### src/rtl/lsu_pkg.sv
// Shared definitions for the load/store unit: funct3 codes, FSM encoding,
// captured request payload and access-size helpers.
package lsu_pkg;

  localparam logic [2:0] F3_B  = 3'b000;
  localparam logic [2:0] F3_H  = 3'b001;
  localparam logic [2:0] F3_W  = 3'b010;
  localparam logic [2:0] F3_BU = 3'b100;
  localparam logic [2:0] F3_HU = 3'b101;

  typedef enum logic [1:0] {
    IDLE   = 2'd0,
    ACCESS = 2'd1,
    MERGE  = 2'd2,
    RESP   = 2'd3
  } lsu_state_e;

  typedef enum logic [1:0] {
    SZ_B = 2'd0,
    SZ_H = 2'd1,
    SZ_W = 2'd2
  } lsu_size_e;

  typedef struct packed {
    logic        we;
    logic [2:0]  funct3;
    logic [31:0] wdata;
  } lsu_req_t;

  // Unknown funct3 codes fall back to a full-word access.
  function automatic lsu_size_e access_size(input logic we, input logic [2:0] funct3);
    lsu_size_e sz;
    sz = SZ_W;
    if (we) begin
      if (funct3 == F3_B) sz = SZ_B;
      else if (funct3 == F3_H) sz = SZ_H;
    end else begin
      if (funct3 == F3_B || funct3 == F3_BU) sz = SZ_B;
      else if (funct3 == F3_H || funct3 == F3_HU) sz = SZ_H;
    end
    return sz;
  endfunction

  function automatic logic is_misaligned(input lsu_size_e sz, input logic [1:0] offset);
    return (sz == SZ_H && offset[0]) || (sz == SZ_W && offset != 2'b00);
  endfunction

  // Natural alignment: halfwords drop bit 0, words drop both low bits.
  function automatic logic [1:0] eff_offset(input lsu_size_e sz, input logic [1:0] offset);
    logic [1:0] off;
    case (sz)
      SZ_B:    off = offset;
      SZ_H:    off = {offset[1], 1'b0};
      default: off = 2'b00;
    endcase
    return off;
  endfunction

endpackage

### src/rtl/lsu_align.sv
// Combinational lane logic: load byte/halfword extract with sign or zero
// extension, and read-modify-write lane merge for sub-word stores.
module lsu_align
  import lsu_pkg::*;
(
  input  lsu_size_e   size,
  input  logic        sign_ext,
  input  logic [1:0]  offset,
  input  logic [31:0] rdata,
  input  logic [31:0] wdata,
  output logic [31:0] load_data,
  output logic [31:0] store_word
);

  logic [7:0]  byte_sel;
  logic [15:0] half_sel;

  always_comb begin
    byte_sel = rdata[7:0];
    case (offset)
      2'd1:    byte_sel = rdata[15:8];
      2'd2:    byte_sel = rdata[23:16];
      2'd3:    byte_sel = rdata[31:24];
      default: ;
    endcase
    half_sel = offset[1] ? rdata[31:16] : rdata[15:0];
    case (size)
      SZ_B:    load_data = {{24{sign_ext & byte_sel[7]}}, byte_sel};
      SZ_H:    load_data = {{16{sign_ext & half_sel[15]}}, half_sel};
      default: load_data = rdata;
    endcase
  end

  // Replace only the addressed byte lanes of the old word.
  always_comb begin
    store_word = rdata;
    for (int i = 0; i < 4; i++) begin
      case (size)
        SZ_B: if (offset == 2'(i)) store_word[8*i +: 8] = wdata[7:0];
        SZ_H: if (offset[1] == i[1]) store_word[8*i +: 8] = i[0] ? wdata[15:8] : wdata[7:0];
        default: store_word[8*i +: 8] = wdata[8*i +: 8];
      endcase
    end
  end

endmodule

### src/rtl/load_store_unit.sv
// RISC-V style load/store unit: IDLE/ACCESS/MERGE/RESP FSM with registered
// outputs. Define LSU_MISALIGN_TRAP_EN to report misaligned accesses via resp_err.
module load_store_unit
  import lsu_pkg::*;
#(
  parameter int unsigned ADDR_W = 9,
  parameter int unsigned DATA_W = 32
) (
  input  logic              clk,
  input  logic              reset,
  input  logic              req_valid,
  output logic              req_ready,
  input  logic              req_we,
  input  logic [2:0]        req_funct3,
  input  logic [ADDR_W-1:0] req_addr,
  input  logic [DATA_W-1:0] req_wdata,
  output logic              resp_valid,
  output logic [DATA_W-1:0] resp_rdata,
  output logic              resp_err,
  output logic              mem_read,
  output logic              mem_write,
  output logic [ADDR_W-1:0] mem_addr,
  output logic [DATA_W-1:0] mem_wdata,
  input  logic [DATA_W-1:0] mem_rdata
);

  lsu_state_e        state_q, state_d;
  lsu_req_t          req_q, req_d;
  logic [1:0]        off_q, off_d;
  logic              trap_q, trap_d;
  logic              req_ready_q, req_ready_d;
  logic              mem_read_q, mem_read_d;
  logic              mem_write_q, mem_write_d;
  logic [ADDR_W-1:0] mem_addr_q, mem_addr_d;
  logic [DATA_W-1:0] word_q, word_d;
  logic              resp_valid_q, resp_valid_d;
  logic [DATA_W-1:0] resp_rdata_q, resp_rdata_d;
  logic              resp_err_q, resp_err_d;

  lsu_size_e         in_size, cur_size;
  logic              in_trap;
  logic [DATA_W-1:0] load_data, store_word;

  assign in_size  = access_size(req_we, req_funct3);
  assign cur_size = access_size(req_q.we, req_q.funct3);

`ifdef LSU_MISALIGN_TRAP_EN
  assign in_trap = is_misaligned(in_size, req_addr[1:0]);
`else
  assign in_trap = 1'b0;
`endif

  lsu_align u_align (
    .size       (cur_size),
    .sign_ext   (~req_q.funct3[2]),
    .offset     (off_q),
    .rdata      (mem_rdata),
    .wdata      (req_q.wdata),
    .load_data  (load_data),
    .store_word (store_word)
  );

  // Next state and next values of every registered output.
  always_comb begin
    state_d      = state_q;
    req_d        = req_q;
    off_d        = off_q;
    trap_d       = trap_q;
    req_ready_d  = 1'b0;
    mem_read_d   = 1'b0;
    mem_write_d  = 1'b0;
    mem_addr_d   = mem_addr_q;
    word_d       = word_q;
    resp_valid_d = 1'b0;
    resp_rdata_d = resp_rdata_q;
    resp_err_d   = resp_err_q;
    case (state_q)
      IDLE: begin
        req_ready_d = 1'b1;
        if (req_valid) begin
          state_d     = ACCESS;
          req_ready_d = 1'b0;
          req_d       = '{we: req_we, funct3: req_funct3, wdata: req_wdata};
          off_d       = eff_offset(in_size, req_addr[1:0]);
          trap_d      = in_trap;
          mem_addr_d  = {req_addr[ADDR_W-1:2], 2'b00};
          if (!in_trap) begin
            if (!req_we || in_size != SZ_W) begin
              mem_read_d = 1'b1;
            end else begin
              mem_write_d = 1'b1;
              word_d      = req_wdata;
            end
          end
        end
      end
      ACCESS: begin
        if (trap_q) begin
          state_d      = RESP;
          resp_valid_d = 1'b1;
          resp_rdata_d = '0;
          resp_err_d   = 1'b1;
        end else if (!req_q.we) begin
          state_d      = RESP;
          resp_valid_d = 1'b1;
          resp_rdata_d = load_data;
          resp_err_d   = 1'b0;
        end else if (cur_size != SZ_W) begin
          state_d     = MERGE;
          mem_write_d = 1'b1;
          word_d      = store_word;
        end else begin
          state_d      = RESP;
          resp_valid_d = 1'b1;
          resp_rdata_d = '0;
          resp_err_d   = 1'b0;
        end
      end
      MERGE: begin
        state_d      = RESP;
        resp_valid_d = 1'b1;
        resp_rdata_d = '0;
        resp_err_d   = 1'b0;
      end
      RESP: begin
        state_d     = IDLE;
        req_ready_d = 1'b1;
      end
      default: state_d = IDLE;
    endcase
  end

  always_ff @(posedge clk) begin
    if (reset) begin
      state_q      <= IDLE;
      req_q        <= '0;
      off_q        <= '0;
      trap_q       <= 1'b0;
      req_ready_q  <= 1'b1;
      mem_read_q   <= 1'b0;
      mem_write_q  <= 1'b0;
      mem_addr_q   <= '0;
      word_q       <= '0;
      resp_valid_q <= 1'b0;
      resp_rdata_q <= '0;
      resp_err_q   <= 1'b0;
    end else begin
      state_q      <= state_d;
      req_q        <= req_d;
      off_q        <= off_d;
      trap_q       <= trap_d;
      req_ready_q  <= req_ready_d;
      mem_read_q   <= mem_read_d;
      mem_write_q  <= mem_write_d;
      mem_addr_q   <= mem_addr_d;
      word_q       <= word_d;
      resp_valid_q <= resp_valid_d;
      resp_rdata_q <= resp_rdata_d;
      resp_err_q   <= resp_err_d;
    end
  end

  assign req_ready  = req_ready_q;
  assign mem_read   = mem_read_q;
  assign mem_write  = mem_write_q;
  assign mem_addr   = mem_addr_q;
  assign mem_wdata  = word_q;
  assign resp_valid = resp_valid_q;
  assign resp_rdata = resp_rdata_q;
  assign resp_err   = resp_err_q;

endmodule

### config.mk
export PLATFORM = sky130hd
export DESIGN_NAME = load_store_unit
export DESIGN_NICKNAME = d
export VERILOG_FILES = /design/src/rtl/lsu_pkg.sv /design/src/rtl/lsu_align.sv /design/src/rtl/load_store_unit.sv
export SDC_FILE = /design/constraint.sdc
export NUM_CORES = 1
export LEC_CHECK = 0
export CAP_MARGIN = 20
export CORE_MARGIN = 2
export CORE_UTILIZATION = 45
export CTS_CLUSTER_SIZE = 25
export DETAILED_ROUTE_END_ITERATION = 10
export MAX_ROUTING_LAYER = met4
export PLACE_DENSITY = 0.74
export SETUP_SLACK_MARGIN = 0.1
export SYNTH_ARGS = -nofsm -noshare
export SYNTH_HDL_FRONTEND = slang
export SYNTH_SLANG_ARGS = --single-unit
### constraint.sdc
create_clock -name clk -period 1.95 [get_ports clk]
set_input_delay 0.195 -clock clk [delete_from_list [all_inputs] [get_ports clk]]
set_output_delay 0.195 -clock clk [all_outputs]
set_load 0.05 [all_outputs]
==> flow_summary.yaml, run 1 <==
power:
  p_leak_nw: 2.99
  max-vdd-ir-drop_mv: 1.37
  powerDensity_nw_per_um2: 1650
floorplanning:
  dieHeight_microns: 117
  core_area_sq_um: 12600
  die_width_microns: 117
  start_util_pct: 46.1
  num_rows: 41
  die-area_sq_um: 13800
  pin_count: 158
grt:
  grt_max_degree: 46
  grt.overflow.total: 0
  grt_pass1_wl_mm: 33.3
  grt.total_usage_pct: 31.6
  antenna_found_initial: 0
  grt_pass1_vias: 6034
synth:
  synthFlopType: "dfxtp_1"
  postSynthAreaPerCell_sq_um: 8.07
  synth_top_area_share_pct: 39.8
  synth_warnings: 0
  seq_area_frac_synth_pct: 39.8
  yosys-top-cells-area: "dfxtp_1 40%, nand2_1 7.5%, a21oi_1 6.4%, o21ai_0 4.9%, o2bb2ai_1 3.6%"
  syn_inst: 717
  synth_top_cells_by_count: "115 x dfxtp_1, 115 x nand2_1, 74 x a21oi_1"
  synth_edf_count: 0
  async_reset_ff_share_pct: 0
  mappedNetlistArea_sq_um: 5790
  synth-seq-cells: 115
  yosysTopAreaCell: "dfxtp_1"
  synthDistinctLibCells: 53
place:
  portBuffers: 154
  place_inst: 1027
  gp_congestion: 0.913
  dpl_cell_area_sq_um: 7690
  hpwl_mm: 16.0
min_path:
  hold_path_depth: 2
  hold_class: "primary input to register"
timing:
  slew_viol_final: 0
  maxSlewHeadroom_pct: 59.9
  tns_ns: 0
  skew_ns: 0.00611
  setup_viol: 0
  layout_min_cycle_time_ns: 1.81
  rsz0062_at_grt: "false"
  fmax_mhz: 552
  tightest_slew_ns: 0.601
  hold-worst-slack_ns: 0.175
  finalHoldViolCount: 0
  finalCritPeriodShare_pct: 92.9
finish:
  final_layout_size_suffix_gt1_share_pct: 13.0
  syn_to_final_growth_pct: 44.7
  final_cells: 1061
  final_area_sq_um: 8380
  nets: 960
  utilization_pct: 66.7
  n_fill_cell: 1081
  antennaDiodeCount: 0
clock_tree:
  cts_root_buf: "clkbuf_16"
  cts_hold_buf: 0
  cts_buffer_depth: 2
  clock_sinks: 115
  clk_latency_ns: 0.42
  cts_tree: "yes"
  cts_htree_levels: 4
  cts_inserted_buffers: 17
  clk_pin_slew_ns: 0.06
route:
  vias: 6214
  postRouteAntennaNets: 0
  wirelength_mm: 21.7
  drtIter0Drc: 475
  avgViaCountPerCell: 5.86
  drc: 0
  routedWlPerCell_microns: 20.4
  dr.pass1.iters: 5
status:
  status: "finished clean"
critical_path:
  critPathKind: "register to register"
  worstSetupEndpointType: "register"
  slowest_stage: "a311o_1"
  rr_worst_depth: 6
  critPathMostFrequentCell: "buf_4"
  critPathRequiredTime_ns: 2.30
  path_cells: "buf_4, a21oi_2, buf_4, a31oi_1, a311o_1, a21oi_1"
  crit_arrival_ns: 2.16
  worst-path-max-fanout: 13
  startpoint_type: "register"
  cp_slowest_stage_delay_ns: 0.40
job:
  cap_violations: 0
cell type report:
class                      count  area [sq um]  share of cell area, %
clock buffer                  17           425                   5.08
clock inverter                15           181                   2.17
inverter                      14          52.6                  0.627
multi-input combinational    521          3170                   37.8
sequential                   115          2310                   27.5
tap                          172           215                   2.57
timing repair buffer         207          2030                   24.2
critical path, delay by kind of cell, from the launching register on:
kind,cells,cell delay [ns]
DFF,1,0.34
AOI/OAI and AO/OA,4,0.96
buffers and inverters,2,0.44
registers in the layout, summed over array words and instances, names as in the netlist:
name and flops:
mem_addr 7, state_q 2, mem_wdata 32, req_q 36
req_ready 1, mem_read 1, off_q 2, resp_valid 1
mem_write 1, resp_rdata 32
worst paths after layout:
| check | startpoint | end | slack, ns |
|---|---|---|---|
| max reg2reg | req_q[34] | mem_wdata[9] | 0.14 |
| max | req_q[34] | mem_wdata[9] | 0.14 |
| min | reset | resp_rdata[4] | 0.18 |
| min reg2reg | req_q[29] | req_q[29] | 0.45 |
power by group:
| group | internal, mW | leakage (nW) | switching (mW) |
|---|---|---|---|
| Sequential | 3.04 | 0.943 | 0.499 |
| Clock | 2.01 | 0.282 | 1.20 |
| Combinational | 2.60 | 1.77 | 4.45 |
metrics by stage:
step                      total power, mW  worst slack, ns
final                                13.8            0.138
after global routing                 14.4            0.103
after CTS                            13.7            0.104
after detailed placement             10.4          -0.0173
after global placement               10.3           0.0326
after floorplan                      7.87            0.208
cells in the final DEF, fill, tap and decap left out, drive strengths merged, types with 9 or more instances in the layout:
| cell type | instances |
|---|---|
| a21oi | 76 |
| dfxtp | 115 |
| nor2 | 43 |
| mux2i | 15 |
| nor3 | 9 |
| o21ai | 58 |
| nor2b | 15 |
| buf | 54 |
| clkdlybuf4s50 | 153 |
| nand3 | 23 |
| clkbuf | 17 |
| inv | 17 |
| a31oi | 15 |
| o2bb2ai | 24 |
| o211ai | 25 |
| a211oi | 11 |
| nand2 | 115 |
| and3 | 11 |
layer usage:
layer	vias up	global-route usage (%)	part of all wire [%]
met5	-	-	0
met4	0	13.4	3.0
met3	45	4.82	5.4
met2	252	50.6	48
met1	2994	40.0	43
li1	2923	-	-
logic make-up (layout without fill, tap and decap cells):
family / count (synthesis) / after routing / share of synthesized area, %
AOI/OAI and AO/OA: 267 / 267 / 31.3
muxes: 19 / 19 / 3.57
buffers and inverters: 83 / 253 / 6.59
and+or+nand+nor: 228 / 228 / 17.9
adders and majority gates: 4 / 4 / 0.865
DFF: 115 / 115 / 39.8
other: 1 / 3 / 0.0648
repair_timing:
action,CTS,global route
endpoints found under the setup margin,27,93
buffers inserted,0,2
hold endpoints to repair,0,0
pin swaps,1,3
resized for setup,8,11
Power figures use the tool's default switching activity.
==> inputs of run 2 (changes only) <==
SKIP_LAST_GASP = 1   (was unset)
==> results of run 2 <==
Same layout as run 1: the final DEF is identical, and so are final timing and power.
